--- src/rtl/final_link_adapter.sv ---
// Final link adapter: serialises arbiter words into LINK_WIDTH flits under credit flow control
// and reassembles received flits into an FWFT buffer. Optional feature macro: LINK_PARITY_EN.
module final_link_adapter #(
  parameter int unsigned CODE_DISTANCE_X = 5,
  parameter int unsigned CODE_DISTANCE_Z = 4,
  parameter int unsigned LINK_WIDTH      = 8,
  parameter int unsigned CREDIT_COUNT    = 4,
  localparam int unsigned DMax = (CODE_DISTANCE_X > CODE_DISTANCE_Z) ? CODE_DISTANCE_X
                                                                     : CODE_DISTANCE_Z,
  localparam int unsigned FW   = (2 * 3 * $clog2(DMax) + 2) + $clog2(DMax * CODE_DISTANCE_Z + 1),
  localparam int unsigned NF   = (FW + LINK_WIDTH - 1) / LINK_WIDTH
) (
  input  logic                  clk,
  input  logic                  reset,
  input  logic [FW-1:0]         final_fifo_out_data,
  input  logic                  final_fifo_out_valid,
  output logic                  final_fifo_out_ready,
  output logic [FW-1:0]         final_fifo_in_data,
  output logic                  final_fifo_in_valid,
  input  logic                  final_fifo_in_ready,
  output logic [LINK_WIDTH-1:0] link_tx_data,
  output logic                  link_tx_valid,
  output logic                  link_tx_sop,
  output logic                  link_tx_parity,
  output logic                  link_tx_credit,
  input  logic [LINK_WIDTH-1:0] link_rx_data,
  input  logic                  link_rx_valid,
  input  logic                  link_rx_sop,
  input  logic                  link_rx_parity,
  input  logic                  link_rx_credit,
  output logic                  link_busy,
  output logic [2:0]            link_error
);

  localparam int unsigned PW  = NF * LINK_WIDTH;
  localparam int unsigned FCW = (NF > 1) ? $clog2(NF) : 1;
  localparam int unsigned CW  = $clog2(CREDIT_COUNT + 1);
  localparam int unsigned AW  = (CREDIT_COUNT > 1) ? $clog2(CREDIT_COUNT) : 1;

  localparam logic [FCW-1:0] LastFlit = FCW'(NF - 1);
  localparam logic [CW-1:0]  CredMax  = CW'(CREDIT_COUNT);
  localparam logic [AW-1:0]  LastAddr = AW'(CREDIT_COUNT - 1);

  localparam logic [0:0] TxIdle    = 1'b0;
  localparam logic [0:0] TxSend    = 1'b1;
  localparam logic [0:0] RxWaitSop = 1'b0;
  localparam logic [0:0] RxCollect = 1'b1;

  // TX state
  logic [0:0]     tx_state_q, tx_state_d;
  logic [FCW-1:0] tx_flit_q, tx_flit_d;
  logic [PW-1:0]  tx_word_q, tx_word_d;
  logic [CW-1:0]  tx_credits_q, tx_credits_d;
  logic           tx_last, tx_pop, cred_ovf;

  // RX state
  logic [0:0]     rx_state_q, rx_state_d;
  logic [FCW-1:0] rx_cnt_q, rx_cnt_d;
  logic [PW-1:0]  rx_acc_q, rx_acc_d;
  logic           rx_perr_q, rx_perr_d;
  logic [FCW-1:0] rx_idx;
  logic [PW-1:0]  rx_word;
  logic           rx_accept, rx_done, rx_word_perr, rx_frame_err, rx_good, rx_ovf;
  logic           flit_perr;

  // RX buffer
  logic [FW-1:0]  buf_q [CREDIT_COUNT];
  logic [AW-1:0]  wr_ptr_q, rd_ptr_q;
  logic [CW-1:0]  count_q;
  logic           buf_wr, buf_rd;

  logic           link_tx_credit_q, link_busy_q, busy_d;
  logic [2:0]     link_error_q, link_error_d;

  // ---------------------------------------------------------------------------------------------
  // TX: a new word may be popped while idle or on the last flit of the current word.
  assign tx_last  = (tx_state_q == TxSend) && (tx_flit_q == LastFlit);
  assign tx_pop   = !reset && final_fifo_out_valid && (tx_credits_q != '0) &&
                    ((tx_state_q == TxIdle) || tx_last);
  assign cred_ovf = link_rx_credit && !tx_pop && (tx_credits_q == CredMax);

  always_comb begin
    tx_state_d   = tx_state_q;
    tx_flit_d    = tx_flit_q;
    tx_word_d    = tx_word_q;
    tx_credits_d = tx_credits_q;
    if (tx_pop) begin
      tx_state_d = TxSend;
      tx_flit_d  = '0;
      tx_word_d  = PW'(final_fifo_out_data);
    end else if (tx_last) begin
      tx_state_d = TxIdle;
    end else if (tx_state_q == TxSend) begin
      tx_flit_d = tx_flit_q + 1'b1;
    end
    if (tx_pop && !link_rx_credit) begin
      tx_credits_d = tx_credits_q - 1'b1;
    end else if (!tx_pop && link_rx_credit && !cred_ovf) begin
      tx_credits_d = tx_credits_q + 1'b1;
    end
  end

  assign final_fifo_out_ready = tx_pop;
  assign link_tx_valid        = !reset && (tx_state_q == TxSend);
  assign link_tx_sop          = link_tx_valid && (tx_flit_q == '0);
  assign link_tx_data         = link_tx_valid ? tx_word_q[int'(tx_flit_q)*LINK_WIDTH +: LINK_WIDTH]
                                              : '0;

`ifdef LINK_PARITY_EN
  assign link_tx_parity = ^link_tx_data;
  assign flit_perr      = link_rx_valid && ((^link_rx_data) != link_rx_parity);
`else
  logic unused_rx_parity;
  assign unused_rx_parity = link_rx_parity;
  assign link_tx_parity   = 1'b0;
  assign flit_perr        = 1'b0;
`endif

  // ---------------------------------------------------------------------------------------------
  // RX: a sop flit always (re)starts assembly at chunk 0, even mid-word.
  always_comb begin
    rx_state_d   = rx_state_q;
    rx_cnt_d     = rx_cnt_q;
    rx_acc_d     = rx_acc_q;
    rx_perr_d    = rx_perr_q;
    rx_accept    = link_rx_valid && (link_rx_sop || (rx_state_q == RxCollect));
    rx_idx       = link_rx_sop ? '0 : rx_cnt_q;
    rx_word      = link_rx_sop ? '0 : rx_acc_q;
    rx_word[int'(rx_idx)*LINK_WIDTH +: LINK_WIDTH] = link_rx_data;
    rx_word_perr = flit_perr || (!link_rx_sop && rx_perr_q);
    rx_done      = rx_accept && (rx_idx == LastFlit);
    rx_frame_err = link_rx_valid && (link_rx_sop ? (rx_state_q == RxCollect)
                                                 : (rx_state_q == RxWaitSop));
    if (rx_done) begin
      rx_state_d = RxWaitSop;
      rx_cnt_d   = '0;
      rx_perr_d  = 1'b0;
    end else if (rx_accept) begin
      rx_state_d = RxCollect;
      rx_cnt_d   = rx_idx + 1'b1;
      rx_acc_d   = rx_word;
      rx_perr_d  = rx_word_perr;
    end
  end

  if (PW > FW) begin : gen_pad_sink
    logic unused_pad;
    assign unused_pad = ^rx_word[PW-1:FW];
  end

  assign final_fifo_in_valid = !reset && (count_q != '0);
  assign final_fifo_in_data  = final_fifo_in_valid ? buf_q[rd_ptr_q] : '0;
  assign buf_rd  = final_fifo_in_ready && final_fifo_in_valid;
  // Words with a parity error are dropped without consuming a slot or returning a credit.
  assign rx_good = rx_done && !rx_word_perr;
  assign buf_wr  = rx_good && ((count_q != CredMax) || buf_rd);
  assign rx_ovf  = rx_good && !buf_wr;

  assign link_error_d = link_error_q | {rx_done && rx_word_perr, rx_frame_err || rx_ovf, cred_ovf};
  assign busy_d       = (tx_state_q == TxSend) || (rx_state_q == RxCollect) || (count_q != '0) ||
                        final_fifo_out_valid || (tx_credits_q != CredMax);

  always_ff @(posedge clk) begin
    if (buf_wr) begin
      buf_q[wr_ptr_q] <= rx_word[FW-1:0];
    end
  end

  always_ff @(posedge clk) begin
    if (reset) begin
      tx_state_q       <= TxIdle;
      tx_flit_q        <= '0;
      tx_word_q        <= '0;
      tx_credits_q     <= CredMax;
      rx_state_q       <= RxWaitSop;
      rx_cnt_q         <= '0;
      rx_acc_q         <= '0;
      rx_perr_q        <= 1'b0;
      wr_ptr_q         <= '0;
      rd_ptr_q         <= '0;
      count_q          <= '0;
      link_tx_credit_q <= 1'b0;
      link_busy_q      <= 1'b0;
      link_error_q     <= '0;
    end else begin
      tx_state_q       <= tx_state_d;
      tx_flit_q        <= tx_flit_d;
      tx_word_q        <= tx_word_d;
      tx_credits_q     <= tx_credits_d;
      rx_state_q       <= rx_state_d;
      rx_cnt_q         <= rx_cnt_d;
      rx_acc_q         <= rx_acc_d;
      rx_perr_q        <= rx_perr_d;
      link_tx_credit_q <= buf_rd;
      link_busy_q      <= busy_d;
      link_error_q     <= link_error_d;
      if (buf_wr) begin
        wr_ptr_q <= (wr_ptr_q == LastAddr) ? '0 : wr_ptr_q + 1'b1;
      end
      if (buf_rd) begin
        rd_ptr_q <= (rd_ptr_q == LastAddr) ? '0 : rd_ptr_q + 1'b1;
      end
      if (buf_wr && !buf_rd) begin
        count_q <= count_q + 1'b1;
      end else if (!buf_wr && buf_rd) begin
        count_q <= count_q - 1'b1;
      end
    end
  end

  assign link_tx_credit = !reset && link_tx_credit_q;
  assign link_busy      = !reset && link_busy_q;
  assign link_error     = reset ? 3'b000 : link_error_q;

endmodule

--- config.mk ---
export PLATFORM = sky130hd
export DESIGN_NAME = final_link_adapter
export DESIGN_NICKNAME = d
export VERILOG_FILES = /design/src/rtl/final_link_adapter.sv
export SDC_FILE = /design/constraint.sdc
export NUM_CORES = 1
export LEC_CHECK = 0
export CORE_MARGIN = 2
export CORE_UTILIZATION = 51
export DETAILED_ROUTE_END_ITERATION = 10
export PLACE_DENSITY = 0.76
export SYNTH_ARGS = -nofsm -noshare
export SYNTH_HDL_FRONTEND = slang
export SYNTH_SLANG_ARGS = --single-unit
--- constraint.sdc ---
create_clock -name clk -period 3.2 [get_ports clk]
set_clock_uncertainty 0.05 [all_clocks]
set_input_delay 0.48 -clock clk [delete_from_list [all_inputs] [get_ports clk]]
set_output_delay 0.48 -clock clk [all_outputs]
set_load 0.02 [all_outputs]
==> summary.txt <==
Worst setup path
  – CP Capture Type: primary output
  – Worst flop-to-flop path endpoint: count_q[2]$_SDFFE_PP0P_
  – Worst EP required: 2.67 ns
  – Critical path launch point type: flip-flop
  – Reg2Reg Depth: 10
  – Setup CP Type: reg -> out
  – R2R setup slack: 0.63 ns
  – Arrival time at the worst endpoint: 2.31 ns
  – CP max FO: 18
  – Crit Reg-Reg Startpoint: rx_cnt_q[0]$_SDFFE_PP0P_

Timing
  – Final-report hold violation count: 0
  – Max Freq: 352 MHz
  – Fin Setup TNS: 0 ns
  – Final Max Tran Viols: 0
  – Final worst path period share: 88.8%
  – RSZ-0062 raised after global routing: false
  – Worst hold slack: 0.405 ns
  – Worst rel slew slack: 59.5%
  – Final Critical Period: 2.84 ns
  – Slew @ Worst Pin: 0.603 ns
  – Setup Viol. Count Final: 0

Clock network
  – Clock sink total: 174
  – # hold bufs at CTS: 0
  – H-Tree Depth: 4
  – Longest Clk Path Bufs: 2
  – Post-CTS setup buffer count: 0
  – Cts bufs inserted: 17
  – Clock-pin slew on the worst setup and hold paths: 0.06 ns
  – Post-CTS sizing: 0
  – Root Buffer: clkbuf_16
  – CTS tree: done
  – Skew-Pair Late Insertion Delay: 0.43 ns

Placement
  – IO buf count: 81
  – Dpl hpwl: 9850 um
  – GPL Wtd Cong: 0.829

Synth
  – Syn avg cell area: 12.7 sq um
  – Synth area leader: edfxtp_1
  – Main combinational cell family by area after synthesis: simple AND/OR/NAND/NOR gates
  – Post-synthesis cell area: 7390 sq um
  – Fraction of the mapped netlist area in simple logic gates: 13.5%
  – Synth area leaders: edfxtp_1 41%, dfxtp_1 20%, mux4_2 7.9%
  – Count leader, synth: edfxtp_1
  – Most used DFF post-synth: edfxtp_1
  – Top cell type's share of synthesized area: 40.6%
  – Fraction of synthesized area in multiplexers: 10.2%
  – Synth Area in Compound Gates: 9.63%
  – Post-synth cell types: 46
  – Register area share after synthesis: 60.6%
  – Fraction of registers with async set/reset: 0%
  – Synth Area in XOR/XNOR: 0.237%
  – Cell count after synthesis: 584
  – Yosys warns: 0
  – Mapped Nets: 641
  – Post-synth EDFFs: 100
  – Top cells by count, synth: 100 x edfxtp_1, 74 x dfxtp_1, 61 x nor2_1
  – Post-Synth Adder-Cell Area: 2.91%
  – Seq cells post-synth: 174

Cells and area
  – Reg area: 4480 sq um
  – Layout cells sized above 1: 12.7%
  – Multi-input gate area: 2700 sq um
  – Layout area overhead: 22.7%
  – Nets: 731
  – Diode count: 0
  – Filler cells: 1070

GRT
  – First-pass GRT wire length: 24500 um
  – Pin count of the biggest net entering global routing: 31
  – Initial antenna violation count: 0
  – Global-route usage over all layers: 20.3%
  – GRT Residual Overflow: 0
  – Vias in the first global route: 4902

Pwr
  – Worst IR drop on VDD: 0.335 mV
  – Switching Share: 22.3%
  – Comb power frac: 7.1%
  – Switching pwr: 1.06 mW
  – P per Cell Area: 523 nW/um^2
  – Clock network fraction of total power: 42.0%
  – Internal power: 3.69 mW
  – Sequential power share: 50.9%
  – LEAKAGE: 3.14 nW

Floorplan
  – Core Box Area: 14400 sq um
  – Starting Density: 51.5%
  – Ports: 84
  – Chip Height: 124 um
  – Die Area: 15500 sq um
  – Die width: 124 um
  – Num rows: 44

Route
  – Vias per cell: 5.54
  – Routed Antenna Nets: 0
  – Vias post-DR: 4824
  – Drt pass-1 iters: 5
  – Post-DR wirelength/cell: 17.4 um
  – DR DRC count: 0
  – Iteration-0 DRC count of the detailed router: 303
  – Final wirelength: 15200 um

Min path
  – HP Start: tx_word_q[19]$_SDFFE_PP0P_
  – Hold depth: 2
  – Hold Crit Class: reg -> reg
  – Hold Crit Endpoint: tx_word_q[19]$_SDFFE_PP0P_

Run status
  – Status: finished clean

Job
  – Max-cap violations: 0
logic make-up (layout without fill, tap and decap cells):
| group | count (synthesis) | count (layout) |
|---|---|---|
| compound gates | 104 | 104 |
| flops | 174 | 174 |
| fa+ha+maj | 16 | 16 |
| mux | 43 | 43 |
| xor+xnor | 2 | 2 |
| buf+inv | 47 | 150 |
| other cells | 1 | 1 |
| simple gates | 197 | 197 |
how the worst max path moves through the flow:
stage / start / to / cells past startpoint
2_1_floorplan: link_rx_sop / count_q[2]$_SDFFE_PP0P_ / 12
3_3_place_gp: link_rx_sop / count_q[2]$_SDFFE_PP0P_ / 13
3_5_place_dp: link_rx_sop / count_q[2]$_SDFFE_PP0P_ / 13
4_1_cts: tx_flit_q[0]$_SDFFE_PP0P_ / final_fifo_out_ready / 6
5_1_grt: tx_flit_q[1]$_SDFFE_PP0P_ / final_fifo_out_ready / 6
6_report: tx_flit_q[1]$_SDFFE_PP0P_ / final_fifo_out_ready / 6
flip-flops by register name (all words and copies together) (netlist names), 3 cells and up, named ones only:
signal        count
buf_q           100
rx_acc_q         25
tx_word_q        25
count_q           3
link_error_q      3
tx_credits_q      3
layout make-up:
cell class | instances | area share [%]
inverter | 16 | 0.662
sequential | 174 | 49.4
multi-input combinational | 363 | 29.8
clock inverter | 14 | 1.60
clock buffer | 18 | 4.73
tap | 184 | 2.54
timing repair buffer | 102 | 11.3
worst max-delay path: stages (launching register included):
cell and delay (ns):
dfxtp_1 0.31, buf_4 0.21, ha_1 0.21, nand2b_1 0.17, nand3_2 0.10, inv_1 0.22, clkdlybuf4s50_1 0.65
power groups by stage:
stage	Combinational, mW	Sequential [mW]	Clock, mW
after floorplan	0.207	2.45	0
after global placement	0.324	2.46	0
after detailed placement	0.335	2.46	0
after CTS	0.338	2.41	2.03
after global routing	0.369	2.42	2.12
final	0.338	2.41	1.99
per-layer routing:
| metal | wire, um | GRT usage (%) | vias up |
|---|---|---|---|
| met5 | 0 | 0 | - |
| met4 | 308 | 8.79 | 0 |
| met2 | 7720 | 34.5 | 139 |
| li1 | - | - | 2308 |
| met3 | 688 | 4.47 | 25 |
| met1 | 6440 | 25.1 | 2352 |
metrics by stage:
stage	instance area [sq um]	std cells	setup slack, ns	util [%]	total power [mW]
global route	9080	871	0.196	63.2	4.90
CTS	9080	871	0.334	63.2	4.78
floorplan	7390	584	0.0846	-	2.66
finish	9080	871	0.359	63.2	4.74
global placement	8500	839	0.101	59.2	2.78
detailed placement	8500	839	0.0274	59.2	2.79
cell usage in the layout, fill, tap and decap left out, types with 3 or more instances in the layout:
| master | instances |
|---|---|
| a31oi_1 | 10 |
| a21oi_1 | 35 |
| dfxtp_1 | 74 |
| mux2i_1 | 16 |
| nand2_1 | 58 |
| and2_1 | 32 |
| a22o_1 | 23 |
| buf_4 | 16 |
| nor2b_1 | 15 |
| o21ai_1 | 3 |
| clkdlybuf4s50_1 | 80 |
| buf_12 | 5 |
| edfxtp_1 | 100 |
| a22oi_1 | 24 |
| mux4_2 | 26 |
| o21ai_0 | 4 |
| or3_1 | 3 |
| nand4_1 | 3 |
| nor3_1 | 4 |
| inv_1 | 15 |
| clkinv_1 | 3 |
| nor2_1 | 61 |
| ha_1 | 14 |
| clkinv_4 | 5 |
| clkbuf_16 | 17 |
| nand2b_1 | 7 |
No activity file was read; power rests on OpenSTA's default activity.
